File: src/rtl/vga_mon_pkg.sv
// Shared definitions for the VGA receive-side monitor.
// Holds the 640x480 timing constants, the lock FSM state type and the
// counter widths used by vga_sync_monitor.
package vga_mon_pkg;

  localparam int VGA_H_ACTIVE = 640;
  localparam int VGA_H_FP     = 16;
  localparam int VGA_H_SYNC   = 96;
  localparam int VGA_H_BP     = 48;
  localparam int VGA_V_ACTIVE = 480;
  localparam int VGA_V_FP     = 10;
  localparam int VGA_V_SYNC   = 2;
  localparam int VGA_V_BP     = 33;

  localparam int VGA_H_TOTAL  = VGA_H_ACTIVE + VGA_H_FP + VGA_H_SYNC + VGA_H_BP;
  localparam int VGA_V_TOTAL  = VGA_V_ACTIVE + VGA_V_FP + VGA_V_SYNC + VGA_V_BP;

  localparam int X_W   = 10;
  localparam int CNT_W = 19;

  typedef enum logic [1:0] {
    SEARCH  = 2'd0,
    ACQUIRE = 2'd1,
    LOCKED  = 2'd2
  } mon_state_t;

endpackage

File: src/rtl/sync_edge_det.sv
// Strobe-gated edge detector for one sync line.
// Ports:
//   i_clk, i_rst : clock, synchronous active-high reset
//   i_stb        : sample enable; edges are only reported while high
//   i_d          : sync input
//   o_fall/o_rise: combinational edge flags for the current strobe
// The history register resets to 1 so an idle-high sync line never
// produces a spurious edge after reset.
module sync_edge_det (
  input  logic i_clk,
  input  logic i_rst,
  input  logic i_stb,
  input  logic i_d,
  output logic o_fall,
  output logic o_rise
);

  logic q;

  always_ff @(posedge i_clk) begin
    if (i_rst) begin
      q <= 1'b1;
    end else if (i_stb) begin
      q <= i_d;
    end
  end

  assign o_fall = i_stb & q & ~i_d;
  assign o_rise = i_stb & ~q & i_d;

endmodule

File: src/rtl/vga_sync_monitor.sv
// Receive-side VGA monitor: rebuilds pixel coordinates from HS/VS,
// checks sync timing, tracks lock and collects per-frame statistics.
// Ports:
//   i_clk, i_rst     : clock, synchronous active-high reset
//   i_pix_stb        : pixel strobe, all inputs sampled only when high
//   i_hs, i_vs       : active-low syncs
//   i_r, i_g, i_b    : pixel colour (only green is measured)
//   o_x, o_y         : coordinates inside the active area, else 0
//   o_active         : sample lies in the active area
//   o_locked         : timing locked
//   o_frame_done     : one-cycle pulse per frame boundary
//   o_frame_cnt      : frames completed while locked (wraps)
//   o_err_cnt        : timing errors while locked (saturates)
//   o_green_px       : green pixels in the last complete frame
module vga_sync_monitor
  import vga_mon_pkg::*;
#(
  parameter int H_ACTIVE = VGA_H_ACTIVE,
  parameter int H_FP     = VGA_H_FP,
  parameter int H_SYNC   = VGA_H_SYNC,
  parameter int H_BP     = VGA_H_BP,
  parameter int V_ACTIVE = VGA_V_ACTIVE,
  parameter int V_FP     = VGA_V_FP,
  parameter int V_SYNC   = VGA_V_SYNC,
  parameter int V_BP     = VGA_V_BP
) (
  input  logic             i_clk,
  input  logic             i_rst,
  input  logic             i_pix_stb,
  input  logic             i_hs,
  input  logic             i_vs,
  input  logic [1:0]       i_r,
  input  logic [2:0]       i_g,
  input  logic [2:0]       i_b,
  output logic [X_W-1:0]   o_x,
  output logic [X_W-1:0]   o_y,
  output logic             o_active,
  output logic             o_locked,
  output logic             o_frame_done,
  output logic [15:0]      o_frame_cnt,
  output logic [7:0]       o_err_cnt,
  output logic [CNT_W-1:0] o_green_px
);

  localparam int H_TOTAL = H_ACTIVE + H_FP + H_SYNC + H_BP;
  localparam int V_TOTAL = V_ACTIVE + V_FP + V_SYNC + V_BP;

  localparam logic [X_W-1:0] H_LAST   = X_W'(H_TOTAL - 1);
  localparam logic [X_W-1:0] V_LAST   = X_W'(V_TOTAL - 1);
  localparam logic [X_W-1:0] H_SYNC_W = X_W'(H_SYNC);
  localparam logic [X_W-1:0] V_SYNC_W = X_W'(V_SYNC);
  localparam logic [X_W-1:0] H_FIRST  = X_W'(H_SYNC + H_BP);
  localparam logic [X_W-1:0] H_END    = X_W'(H_SYNC + H_BP + H_ACTIVE - 1);
  localparam logic [X_W-1:0] V_FIRST  = X_W'(V_SYNC + V_BP);
  localparam logic [X_W-1:0] V_END    = X_W'(V_SYNC + V_BP + V_ACTIVE - 1);

  function automatic logic [X_W-1:0] sat_inc_pos(input logic [X_W-1:0] v);
    return (v == {X_W{1'b1}}) ? v : v + X_W'(1);
  endfunction

  function automatic logic [7:0] sat_inc_err(input logic [7:0] v);
    return (v == 8'hFF) ? v : v + 8'd1;
  endfunction

  logic             hs_fall, hs_rise, vs_fall, vs_rise;
  logic [X_W-1:0]   h_cnt, v_cnt, h_next, v_next, x_next, y_next;
  logic             vs_pend, vs_pend_next, boundary;
  logic             h_err, v_err, err_now;
  logic             act_next, green_hit;
  logic [CNT_W-1:0] green_cnt;
  mon_state_t       state, state_next;
  logic             err_seen, err_seen_next, frame_inc, err_inc;
  logic             rgb_unused;

  // Red and blue pass through the display path but are not measured.
  assign rgb_unused = ^{i_r, i_b};

  sync_edge_det u_hs_edge (
    .i_clk (i_clk),
    .i_rst (i_rst),
    .i_stb (i_pix_stb),
    .i_d   (i_hs),
    .o_fall(hs_fall),
    .o_rise(hs_rise)
  );

  sync_edge_det u_vs_edge (
    .i_clk (i_clk),
    .i_rst (i_rst),
    .i_stb (i_pix_stb),
    .i_d   (i_vs),
    .o_fall(vs_fall),
    .o_rise(vs_rise)
  );

  // Counts describe the current sample: h_next/v_next are the values this
  // strobe will register, and all checks and coordinates use them.
  always_comb begin
    h_next       = hs_fall ? '0 : sat_inc_pos(h_cnt);
    boundary     = hs_fall & (vs_pend | vs_fall);
    v_next       = boundary ? '0 : (hs_fall ? sat_inc_pos(v_cnt) : v_cnt);
    vs_pend_next = boundary ? 1'b0 : (vs_fall | vs_pend);

    h_err = (hs_fall & (h_cnt != H_LAST)) | (hs_rise & (h_next != H_SYNC_W));
    // VS must rise exactly on the line start where v_cnt reaches V_SYNC.
    v_err = (boundary & (v_cnt != V_LAST)) |
            (vs_rise != (hs_fall & (v_next == V_SYNC_W)));
    err_now = h_err | v_err;

    act_next  = (h_next >= H_FIRST) && (h_next <= H_END) &&
                (v_next >= V_FIRST) && (v_next <= V_END);
    x_next    = act_next ? (h_next - H_FIRST) : '0;
    y_next    = act_next ? (v_next - V_FIRST) : '0;
    green_hit = i_pix_stb & act_next & (i_g != 3'd0);
  end

  // Lock FSM: errors on the strobe that enters ACQUIRE belong to the
  // previous (unqualified) frame and are not held against the new one.
  always_comb begin
    state_next    = state;
    err_seen_next = err_seen | err_now;
    frame_inc     = 1'b0;
    err_inc       = 1'b0;
    case (state)
      SEARCH: begin
        if (boundary) begin
          state_next    = ACQUIRE;
          err_seen_next = 1'b0;
        end
      end
      ACQUIRE: begin
        if (boundary) begin
          state_next    = (err_seen | err_now) ? ACQUIRE : LOCKED;
          err_seen_next = 1'b0;
        end
      end
      LOCKED: begin
        if (err_now) begin
          state_next = SEARCH;
          err_inc    = 1'b1;
        end else if (boundary) begin
          frame_inc = 1'b1;
        end
      end
      default: state_next = SEARCH;
    endcase
  end

  always_ff @(posedge i_clk) begin
    if (i_rst) begin
      state <= SEARCH;
    end else begin
      state <= state_next;
    end
  end

  always_ff @(posedge i_clk) begin
    if (i_rst) begin
      h_cnt        <= '0;
      v_cnt        <= '0;
      vs_pend      <= 1'b0;
      err_seen     <= 1'b0;
      green_cnt    <= '0;
      o_x          <= '0;
      o_y          <= '0;
      o_active     <= 1'b0;
      o_locked     <= 1'b0;
      o_frame_done <= 1'b0;
      o_frame_cnt  <= '0;
      o_err_cnt    <= '0;
      o_green_px   <= '0;
    end else begin
      o_frame_done <= 1'b0;
      if (i_pix_stb) begin
        h_cnt        <= h_next;
        v_cnt        <= v_next;
        vs_pend      <= vs_pend_next;
        err_seen     <= err_seen_next;
        o_x          <= x_next;
        o_y          <= y_next;
        o_active     <= act_next;
        o_locked     <= (state_next == LOCKED);
        o_frame_done <= boundary;
        if (frame_inc) o_frame_cnt <= o_frame_cnt + 16'd1;
        if (err_inc)   o_err_cnt   <= sat_inc_err(o_err_cnt);
        // A hit on the boundary strobe belongs to the new frame.
        if (boundary) begin
          o_green_px <= green_cnt;
          green_cnt  <= green_hit ? CNT_W'(1) : '0;
        end else if (green_hit) begin
          green_cnt  <= green_cnt + CNT_W'(1);
        end
      end
    end
  end

endmodule

File: config.mk
export PLATFORM = sky130hd
export DESIGN_NAME = vga_sync_monitor
export DESIGN_NICKNAME = d
export VERILOG_FILES = /design/src/rtl/vga_mon_pkg.sv /design/src/rtl/sync_edge_det.sv /design/src/rtl/vga_sync_monitor.sv
export SDC_FILE = /design/constraint.sdc
export NUM_CORES = 1
export LEC_CHECK = 0
export ABC_AREA = 1
export CORE_MARGIN = 3
export CORE_UTILIZATION = 56
export DETAILED_ROUTE_END_ITERATION = 7
export HOLD_SLACK_MARGIN = 0.08
export PLACE_DENSITY = 0.92
export SLEW_MARGIN = 30
export SYNTH_ARGS = -nofsm -noshare
export SYNTH_HDL_FRONTEND = slang
export SYNTH_SLANG_ARGS = --single-unit
File: constraint.sdc
create_clock -name i_clk -period 4.08 [get_ports i_clk]
set_clock_uncertainty 0.2 [all_clocks]
set_input_delay 0.612 -clock i_clk [delete_from_list [all_inputs] [get_ports i_clk]]
set_output_delay 0.612 -clock i_clk [all_outputs]
set_load 0.01 [all_outputs]
==> impl_metrics.csv, run 1 <==
group,metric,value,unit
place,place_area,6812,sq um
global_routing,grt_pass1_wl,24050,um
final_layout,n_antenna_cell,0,
timing,final.setup.tns,0,ns
critical_path,start_kind,"input pin",
timing,max_freq,0.2759,GHz
floorplan,dieArea,12000,sq um
status,status,"finished, final reports clean",
timing,slew_violations,0,
drt,via_count,5664,
place,dpl.hpwl,9909,um
floorplan,die_y,109.6,um
synth,ys_types,40,
power_and_ir_drop,cellPowerDensity,279.7,nW/um^2
min_path,worstHoldPathType,"reg2reg",
timing,rsz0062_at_grt,"false",
cts,cts-resized-gates,0,
drt,routedWlPerCell,13.24,um
final_layout,fillers,866,
place,globalplace.congestion,0.9178,
cts,h-tree-depth,3,
cts,cts_inserted_buffers,9,
critical_path,crit_fanout,13,
synth,syn_nets,861,
synth,yosysSeqAreaShare,0.3700,
drt,route.met2.wl,6525,um
final_layout,nNetsFinal,926,
timing,timing.final.crit_share,0.8882,
synth,synth.most_common_cell,"nand2_1",
cts,clk_latency,0.38,ns
place,dp.cells,1026,
cts,path_clk_slew,0.11,ns
timing,post-route-min-period,3.624,ns
floorplan,rows,37,
timing,setup_violations,0,
power_and_ir_drop,cellLeakagePower,2.645,nW
synth,synth_seq_cells,111,
global_routing,grt_max_degree,46,
cts,cts-hold-fix-buffers,0,
drt,drtIter0Drc,352,
drt,drc,0,
drt,drt-met1-wl,6167,um
cts,clock_sinks,111,
power_and_ir_drop,irDropWorstVdd,255.5,uV
cts,cts_tree,"done",
critical_path,cp-end-kind,"register",
synth,synth-edff-count,0,
synth,yosysTopAreaCell,"dfxtp_1",
synth,ys_warn_count,0,
timing,maxSlewHeadroom,0.5529,
global_routing,gr-total-overflow,0,
place,portBuffers,73,
drt,wl_met3,942,um
synth,ys_async_sr_fraction,0,
cts,postCtsSetupBuffers,0,
drt,routed_via_density,5.436,
critical_path,worstPathArrival,3.70,ns
flow_run,max-cap-violations,0,
final_layout,postLayoutCellArea,7005,sq um
drt,ant_nets,0,
synth,yosys-top-cells-area,"dfxtp_1 (37%), nand2_1 (12%), inv_1 (5.5%), nor2_1 (4.9%), xor2_1 (4.7%)",
synth,synth_commonest_cells,"nand2_1 (195), dfxtp_1 (111), inv_1 (88)",
floorplan,ios,79,
final_layout,register_area,2222,sq um
synth,synth_area,6006,sq um
global_routing,grt_pass1_vias,5300,
final_layout,instances_no_fill,1042,
global_routing,track_usage,0.2434,
timing,hold_violations,0,
cts,clockBufferDepth,2,
floorplan,start_util,0.5792,
final_layout,drive_gt1_frac,0.08609,
cts,cts-root-buf,"clkbuf_8",
critical_path,cp.required,4.16,ns
synth,syn_avg_cell_area,7.184,sq um
critical_path,crit_type,"in2reg",
synth,synth_flop_cell,"dfxtp_1",
floorplan,die_x,109.6,um
drt,wl,13800,um
synth,syn_inst,836,
drt,dr.pass1.iters,5,
synth,synth.top_cell.area_share,0.3700,
final_layout,multi_input_area,3263,sq um
drt,highest_layer,"met4",
timing,worst_pin_slew,0.6682,ns
final_layout,syn2layout_area_growth,16.65,%
floorplan,core,10370,sq um
global_routing,antenna_found_initial,0,
==> state kept, by name, summed over array words and instances (netlist names), 2 cells and up <==
register,cells
o_err_cnt,8
o_y,10
green_cnt,19
o_green_px,19
h_cnt,10
v_cnt,10
o_frame_cnt,16
state,2
o_x,10
==> stage by stage <==
step / hold slack (ns) / power [W] / setup WS (ns) / utilization
2_1_floorplan: 0.2709 / 0.001280 / 1.118 / -
3_3_place_gp: 0.2388 / 0.001317 / 0.2160 / 0.6569
3_5_place_dp: 0.2454 / 0.001322 / 0.09672 / 0.6569
4_1_cts: 0.2734 / 0.001971 / 0.4860 / 0.6756
5_1_grt: 0.3001 / 0.002036 / 0.1054 / 0.6756
6_report: 0.2688 / 0.001960 / 0.4560 / 0.6756
==> worst max-delay path, stage by stage <==
cell             delay (ns)
clkdlybuf4s50_1        0.59
nand2_4                0.09
nor2_8                 0.24
nand2_4                0.10
inv_2                  0.12
nand2_1                0.07
nand3_1                0.14
ha_1                   0.17
inv_1                  0.05
nor2_1                 0.09
nand2_1                0.06
nor2_1                 0.13
nand2_1                0.07
nand2_1                0.06
nand2_1                0.09
o21ai_1                0.51
buf_4                  0.23
nor2_1                 0.04
o21ai_0                0.18
nor2_1                 0.06
==> cells by family after synthesis <==
kind of cell / count (synthesis) / synth area share
AOI/OAI and AO/OA: 124 / 0.1215
xor gates and xnor gates: 40 / 0.05833
adders and majority gates: 12 / 0.02500
buffers and inverters: 124 / 0.08667
DFF: 111 / 0.3700
and+or+nand+nor: 425 / 0.3385
==> report_power, final <==
part / internal, W / leakage (nW) / switching, W
clock network: 0.000242 / 0.101 / 0.000418
logic: 0.0000628 / 1.65 / 0.000131
registers: 0.00109 / 0.896 / 0.0000111
total: 0.00140 / 2.65 / 0.000560
==> layout by cell type, fill, tap and decap left out, types with 2 or more instances in the layout <==
cell type	instances
a21oi_1	42
a22o_1	5
buf_4	9
clkbuf_8	9
clkdlybuf4s50_1	72
dfxtp_1	111
ha_1	12
inv_1	88
inv_2	7
inv_6	3
inv_8	2
nand2_1	195
nand2_2	9
nand2_4	6
nand3_1	55
nand3_2	6
nand3_4	4
nand4_1	23
nor2_1	79
nor2_2	3
nor2_4	9
nor3_1	25
nor3b_1	2
nor4_1	6
o21ai_0	42
o21ai_1	6
o21ai_2	2
o22ai_1	6
o31ai_1	16
xnor2_1	8
xor2_1	32
==> path summary, 6_finish.rpt <==
path	startpoint	to	slack (ns)	depth (start not counted)
worst min register to register	o_y[7]	o_y[7]	0.27	2
worst min-delay path	o_y[7]	o_y[7]	0.27	2
worst max-delay path	i_pix_stb	o_err_cnt[3]	0.46	20
worst max register to register	v_cnt[0]	o_err_cnt[3]	0.53	20
==> per-layer routing <==
metal  global-route usage  vias to the layer above
li1                     -                     2869
met1               0.3185                     2578
met4              0.06144                        0
met2               0.4106                      200
met3              0.05050                       17
met5                    0                        -
==> layout make-up <==
| class | count | share of cell area |
|---|---|---|
| clock inverters | 7 | 0.01000 |
| clock buffers | 9 | 0.01768 |
| inverters | 96 | 0.05179 |
| multi-input cells | 601 | 0.4658 |
| flip-flops and latches | 111 | 0.3172 |
| well taps | 136 | 0.02429 |
| repair buffers | 82 | 0.1132 |
(Power assumes the default switching activity.)
==> run 2: changes to the inputs <==
Settings changed: CELL_PAD_IN_SITES_DETAIL_PLACEMENT set to 1, CELL_PAD_IN_SITES_GLOBAL_PLACEMENT set to 1, CORE_MARGIN 3 to 5, CORE_UTILIZATION 56 to 40, PLACE_DENSITY 0.92 to 0.91.
==> run 2 against run 1 <==
Die area is 46% higher. Via count rose by 2.0%. Clock power is 58% higher. Largest power group unchanged. Sequential share of layout area down 0.96 points. Count of clock-buffer cells in the layout is the same. First-iteration DRC count is 20% lower.
==> impl_metrics.csv, run 2 (synthesis results as in run 1) <==
group,metric,value,unit
status,status,"finished, final reports clean",
power_and_ir_drop,irDropWorstVdd,229.5,uV
critical_path,cp.required,4.17,ns
final_layout,syn2layout_area_growth,20.29,%
critical_path,r2r_slack,0.42,ns
final_layout,drive_gt1_frac,0.08609,
final_layout,top_regs,"green_cnt: 19 flops, o_green_px: 19 flops, o_frame_cnt: 16 flops",
drt,routed_via_density,5.301,
critical_path,worstSetupPathDepth,19,
drt,drtIter0Drc,281,
drt,ant_nets,0,
power_and_ir_drop,cellPowerDensity,325.3,nW/um^2
cts,h-tree-depth,3,
critical_path,worstPathArrival,3.75,ns
drt,routedWlPerCell,15.89,um
floorplan,die_y,132.5,um
cts,cts-root-buf,"clkbuf_16",
place,place_ws,0.1859,ns
timing,worst_pin_slew,0.7984,ns
power_and_ir_drop,p_comb_frac,0.086,
power_and_ir_drop,clock_power_share,0.443,
final_layout,fin_util,0.4933,
critical_path,crit_fanout,22,
critical_path,reg2reg_to,"green_cnt[8]",
cts,cts_tree,"done",
drt,wl,17320,um
timing,setup_violations,0,
global_routing,gr-total-overflow,0,
floorplan,dieArea,17570,sq um
critical_path,reg2reg_depth,19,
final_layout,nNetsFinal,926,
timing,hold_slack,0.2577,ns
global_routing,grt_pass1_vias,5893,
timing,timing.final.crit_share,0.8980,
critical_path,r2r-start,"h_cnt[0]",
place,dpl.hpwl,12510,um
cts,cts_inserted_buffers,9,
critical_path,start_kind,"register",
global_routing,grt_max_degree,43,
power_and_ir_drop,swShare,0.2483,
global_routing,antenna_found_initial,1,
timing,hold_violations,0,
floorplan,core,14640,sq um
min_path,min_from,"o_green_px[11]",
critical_path,critPathTopFamily,"simple AND/OR/NAND/NOR gates",
final_layout,instances_no_fill,1090,
cts,path_clk_slew,0.07,ns
global_routing,grt_pass1_wl,29010,um
floorplan,die_x,132.5,um
drt,dr.pass1.iters,4,
cts,clockBufferDepth,2,
timing,post-route-min-period,3.664,ns
power_and_ir_drop,power.switching,0.0005835,W
final_layout,final_common_cell,"nand2_1",
timing,final.setup.tns,0,ns
cts,cts-hold-fix-buffers,0,
power_and_ir_drop,p_seq_frac,0.470,
place,globalplace.congestion,0.8499,
place,dp.cells,1074,
power_and_ir_drop,cellLeakagePower,2.717,nW
flow_run,max-cap-violations,0,
critical_path,cp-end-kind,"register",
critical_path,crit_type,"reg2reg",
place,portBuffers,73,
final_layout,final_cell_mix,"nand2_1 (195), dfxtp_1 (111), inv_1 (88), nor2_1 (79), clkdlybuf4s50_1 (72)",
power_and_ir_drop,intPower,0.001767,W
timing,rsz0062_at_grt,"false",
critical_path,crit_slowest_cell,"o21ai_0",
cts,cts-resized-gates,0,
cts,clock_sinks,111,
timing,maxSlewHeadroom,0.4621,
cts,postCtsSetupBuffers,0,
drt,drc,0,
timing,fin_ws,0.4160,ns
global_routing,track_usage,0.1974,
floorplan,rows,44,
timing,slew_violations,0,
critical_path,crit_top_cell,"nand2_1",
critical_path,crit_buf_inv,2,
floorplan,start_util,0.4101,
floorplan,ios,79,
min_path,hold-path-cell-count,2,
critical_path,cp_cell_sequence,"ha_1 -> nand2_2 -> nor2_4 -> nand3_2 -> inv_2 -> o21ai_0 -> ha_1 -> inv_1 -> nor2_1 -> nand3_1 -> nand2_1 -> nand2_1 -> nand2_1 -> nand3_2 -> nor2_4 -> nand3_4 -> nand2_4 -> nand2_1 -> a21oi_1",
min_path,min_to,"o_green_px[11]",
min_path,worstHoldPathType,"reg2reg",
critical_path,max_stage_delay,0.65,ns
timing,max_freq,0.2729,GHz
final_layout,n_antenna_cell,0,
drt,via_count,5778,
cts,clk_latency,0.36,ns
## run 2: cell count changes in the layout (fill, tap and decap cells not counted)
cell and change:
bufinv_16 +3, clkbuf_16 +9, clkbuf_8 -9, clkinv_2 -1, clkinv_4 +2, clkinv_8 -1, inv_6 -2, inv_8 -1
## run 2: worst reg2reg max path, cell delays in order (launching register included)
cell and delay [ns]:
dfxtp_1 0.37, ha_1 0.25, nand2_2 0.12, nor2_4 0.06, nand3_2 0.15, inv_2 0.08
o21ai_0 0.65, ha_1 0.28, inv_1 0.05, nor2_1 0.09, nand3_1 0.09, nand2_1 0.08
nand2_1 0.05, nand2_1 0.06, nand3_2 0.09, nor2_4 0.16, nand3_4 0.26, nand2_4 0.26
nand2_1 0.09, a21oi_1 0.15
## run 2: power by group through the flow
stage	combinational, W	clock [W]	sequential, W
final	0.000203	0.00104	0.00111
after global routing	0.000226	0.00111	0.00111
after CTS	0.000205	0.00107	0.00111
after detailed placement	0.000201	0	0.00113
after global placement	0.000194	0	0.00113
after floorplan	0.000152	0	0.00113
## run 2: area by class of cell
type / instances / area (sq um)
fill: 1864 / 7420
multi-input combinational: 601 / 3263
sequential: 111 / 2222
timing repair buffer: 82 / 793.3
inverter: 96 / 362.8
tap: 184 / 230.2
clock buffer: 9 / 225.2
clock inverter: 7 / 127.6
## run 2: routing by layer
| metal | GRT usage | wire, um | vias up |
|---|---|---|---|
| li1 | - | - | 2863 |
| met2 | 0.3429 | 8517 | 120 |
| met4 | 0.04561 | 168 | 2 |
| met3 | 0.04784 | 761 | 16 |
| met5 | 0 | 13 | - |
| met1 | 0.2477 | 7858 | 2777 |
## run 2: per-stage QoR
| stage | instance area [sq um] | power (W) |
|---|---|---|
| 2_1_floorplan | 6006 | 0.001280 |
| 3_3_place_gp | 6872 | 0.001324 |
| 3_5_place_dp | 6872 | 0.001332 |
| 4_1_cts | 7224 | 0.002377 |
| 5_1_grt | 7224 | 0.002446 |
| 6_report | 7224 | 0.002350 |
## run 2: how the worst max path moves through the flow
stage | start | endpoint | slack, ns
finish | h_cnt[0] | green_cnt[8] | 0.42
global route | h_cnt[0] | green_cnt[8] | 0.01
CTS | h_cnt[0] | green_cnt[8] | 0.38
detailed placement | i_pix_stb | green_cnt[18] | 0.19
global placement | i_pix_stb | green_cnt[3] | 0.31
floorplan | i_pix_stb | green_cnt[8] | 1.12
==> run 3: changes to the inputs <==
Settings changed: CAP_MARGIN set to 20, PLACE_DENSITY 0.91 to 0.88.
==> run 3 against run 2 <==
Sequential share of layout area increased by 0.13 points. Critical path depth stayed put. Sequential cell count unchanged. Count of clock-buffer cells in the layout up 3. Critical path type is now in2reg. Largest power group unchanged.
==> impl_metrics.csv, run 3 (synthesis results as in run 1) <==
group,metric,value,unit
critical_path,crit_fanout,22,
timing,fin_ws,0.4446,ns
cts,clk_latency,0.36,ns
cts,cts_inserted_buffers,9,
drt,routedWlPerCell,15.43,um
drt,ant_nets,0,
floorplan,rows,44,
critical_path,cp-end-kind,"register",
timing,max_freq,0.2751,GHz
final_layout,n_antenna_cell,0,
flow_run,max-cap-violations,0,
place,dpl.hpwl,12350,um
power_and_ir_drop,cellLeakagePower,2.697,nW
place,portBuffers,73,
global_routing,grt_max_degree,37,
status,status,"finished, final reports clean",
critical_path,worstPathArrival,3.65,ns
timing,final.setup.tns,0,ns
floorplan,die_y,132.5,um
global_routing,track_usage,0.1919,
final_layout,syn2layout_area_growth,19.79,%
cts,cts_tree,"done",
timing,maxSlewHeadroom,0.4871,
drt,drtIter0Drc,262,
timing,hold_slack,0.2590,ns
power_and_ir_drop,p_total,0.002277,W
critical_path,crit_type,"in2reg",
drt,drc,0,
power_and_ir_drop,cellPowerDensity,316.5,nW/um^2
timing,slew_violations,0,
drt,dr.pass1.iters,4,
floorplan,ios,79,
cts,clock_sinks,111,
cts,cts-hold-fix-buffers,0,
final_layout,fillers,1884,
place,place_ws,0.1275,ns
timing,setup_violations,0,
final_layout,final_cell_mix,"nand2_1 (195), dfxtp_1 (111), inv_1 (88), nor2_1 (79), clkdlybuf4s50_1 (72)",
critical_path,start_kind,"input pin",
timing,hold_violations,0,
global_routing,gr-total-overflow,0,
final_layout,final_common_cell,"nand2_1",
critical_path,cp.required,4.10,ns
global_routing,grt_pass1_wl,28320,um
floorplan,start_util,0.4101,
cts,cts-resized-gates,0,
cts,path_clk_slew,0.07,ns
drt,routed_via_density,5.192,
cts,postCtsSetupBuffers,0,
timing,post-route-min-period,3.635,ns
global_routing,antenna_found_initial,1,
drt,via_count,5659,
timing,timing.final.crit_share,0.8910,
cts,clockBufferDepth,2,
final_layout,nNetsFinal,926,
floorplan,core,14640,sq um
place,globalplace.congestion,0.8843,
drt,wl,16820,um
timing,rsz0062_at_grt,"false",
floorplan,dieArea,17570,sq um
global_routing,grt_pass1_vias,5808,
cts,h-tree-depth,3,
timing,worst_pin_slew,0.7613,ns
cts,cts-root-buf,"clkbuf_16",
final_layout,drive_gt1_frac,0.08389,
min_path,worstHoldPathType,"reg2reg",
power_and_ir_drop,irDropWorstVdd,236.4,uV
floorplan,die_x,132.5,um
final_layout,top_regs,"green_cnt: 19 flops, o_green_px: 19 flops, o_frame_cnt: 16 flops",
==> run 3: changes by cell type in the layout (fill, tap and decap cells not counted), sizes merged <==
cell,previous run,this run
bufinv,3,2
inv,98,97
clkbuf,9,12
clkinvlp,0,1
clkinv,2,0
==> run 3: path summary, 6_finish.rpt <==
kind,from,cells after the start,slack [ns],end
worst max-delay path,i_pix_stb,19,0.44,green_cnt[9]
worst min register to register,o_green_px[11],2,0.26,o_green_px[11]
worst min-delay path,o_green_px[11],2,0.26,o_green_px[11]
worst max register to register,h_cnt[0],17,0.62,green_cnt[9]
==> run 3: layout make-up <==
cell class	instances	area (sq um)	share of cell area
well taps	184	230.2	0.03200
multi-input cells	601	3263	0.4536
clock inverters	4	76.32	0.01061
clock buffers	12	246.5	0.03426
flip-flops and latches	111	2222	0.3089
repair buffers	82	793.3	0.1103
inverters	96	362.8	0.05043
==> run 3: routing by layer <==
layer	vias to the layer above	routed length, um	GRT usage
li1	2857	-	-
met3	20	679	0.04138
met2	96	8100	0.3358
met1	2684	7765	0.2376
met5	-	13	0
met4	2	259	0.05485
==> run 3: through the flow <==
step,instance area [sq um],std cells,util
after floorplan,6006,836,-
after global placement,6872,1074,0.4692
after detailed placement,6872,1074,0.4692
after CTS,7194,1090,0.4913
after global routing,7194,1090,0.4913
final,7194,1090,0.4913
==> run 3: report_power, final <==
part	switching, W	internal [W]
clock network	0.000414	0.000559
registers	0.0000118	0.00109
logic	0.000136	0.0000629
total	0.000562	0.00172
==> run 3: worst max-delay path: stages <==
cell and delay, ns:
clkdlybuf4s50_1 0.67, nand2_4 0.11, nor2_8 0.20, nand2_4 0.09
inv_2 0.11, nand2_1 0.06, nand3_1 0.15, inv_1 0.09
ha_1 0.20, inv_1 0.07, nand2_1 0.08, o21ai_2 0.27
nand2_1 0.15, nand3_2 0.13, nor2_4 0.06, nand3_4 0.20
nand2_4 0.19, nand2_1 0.12, a21oi_1 0.07
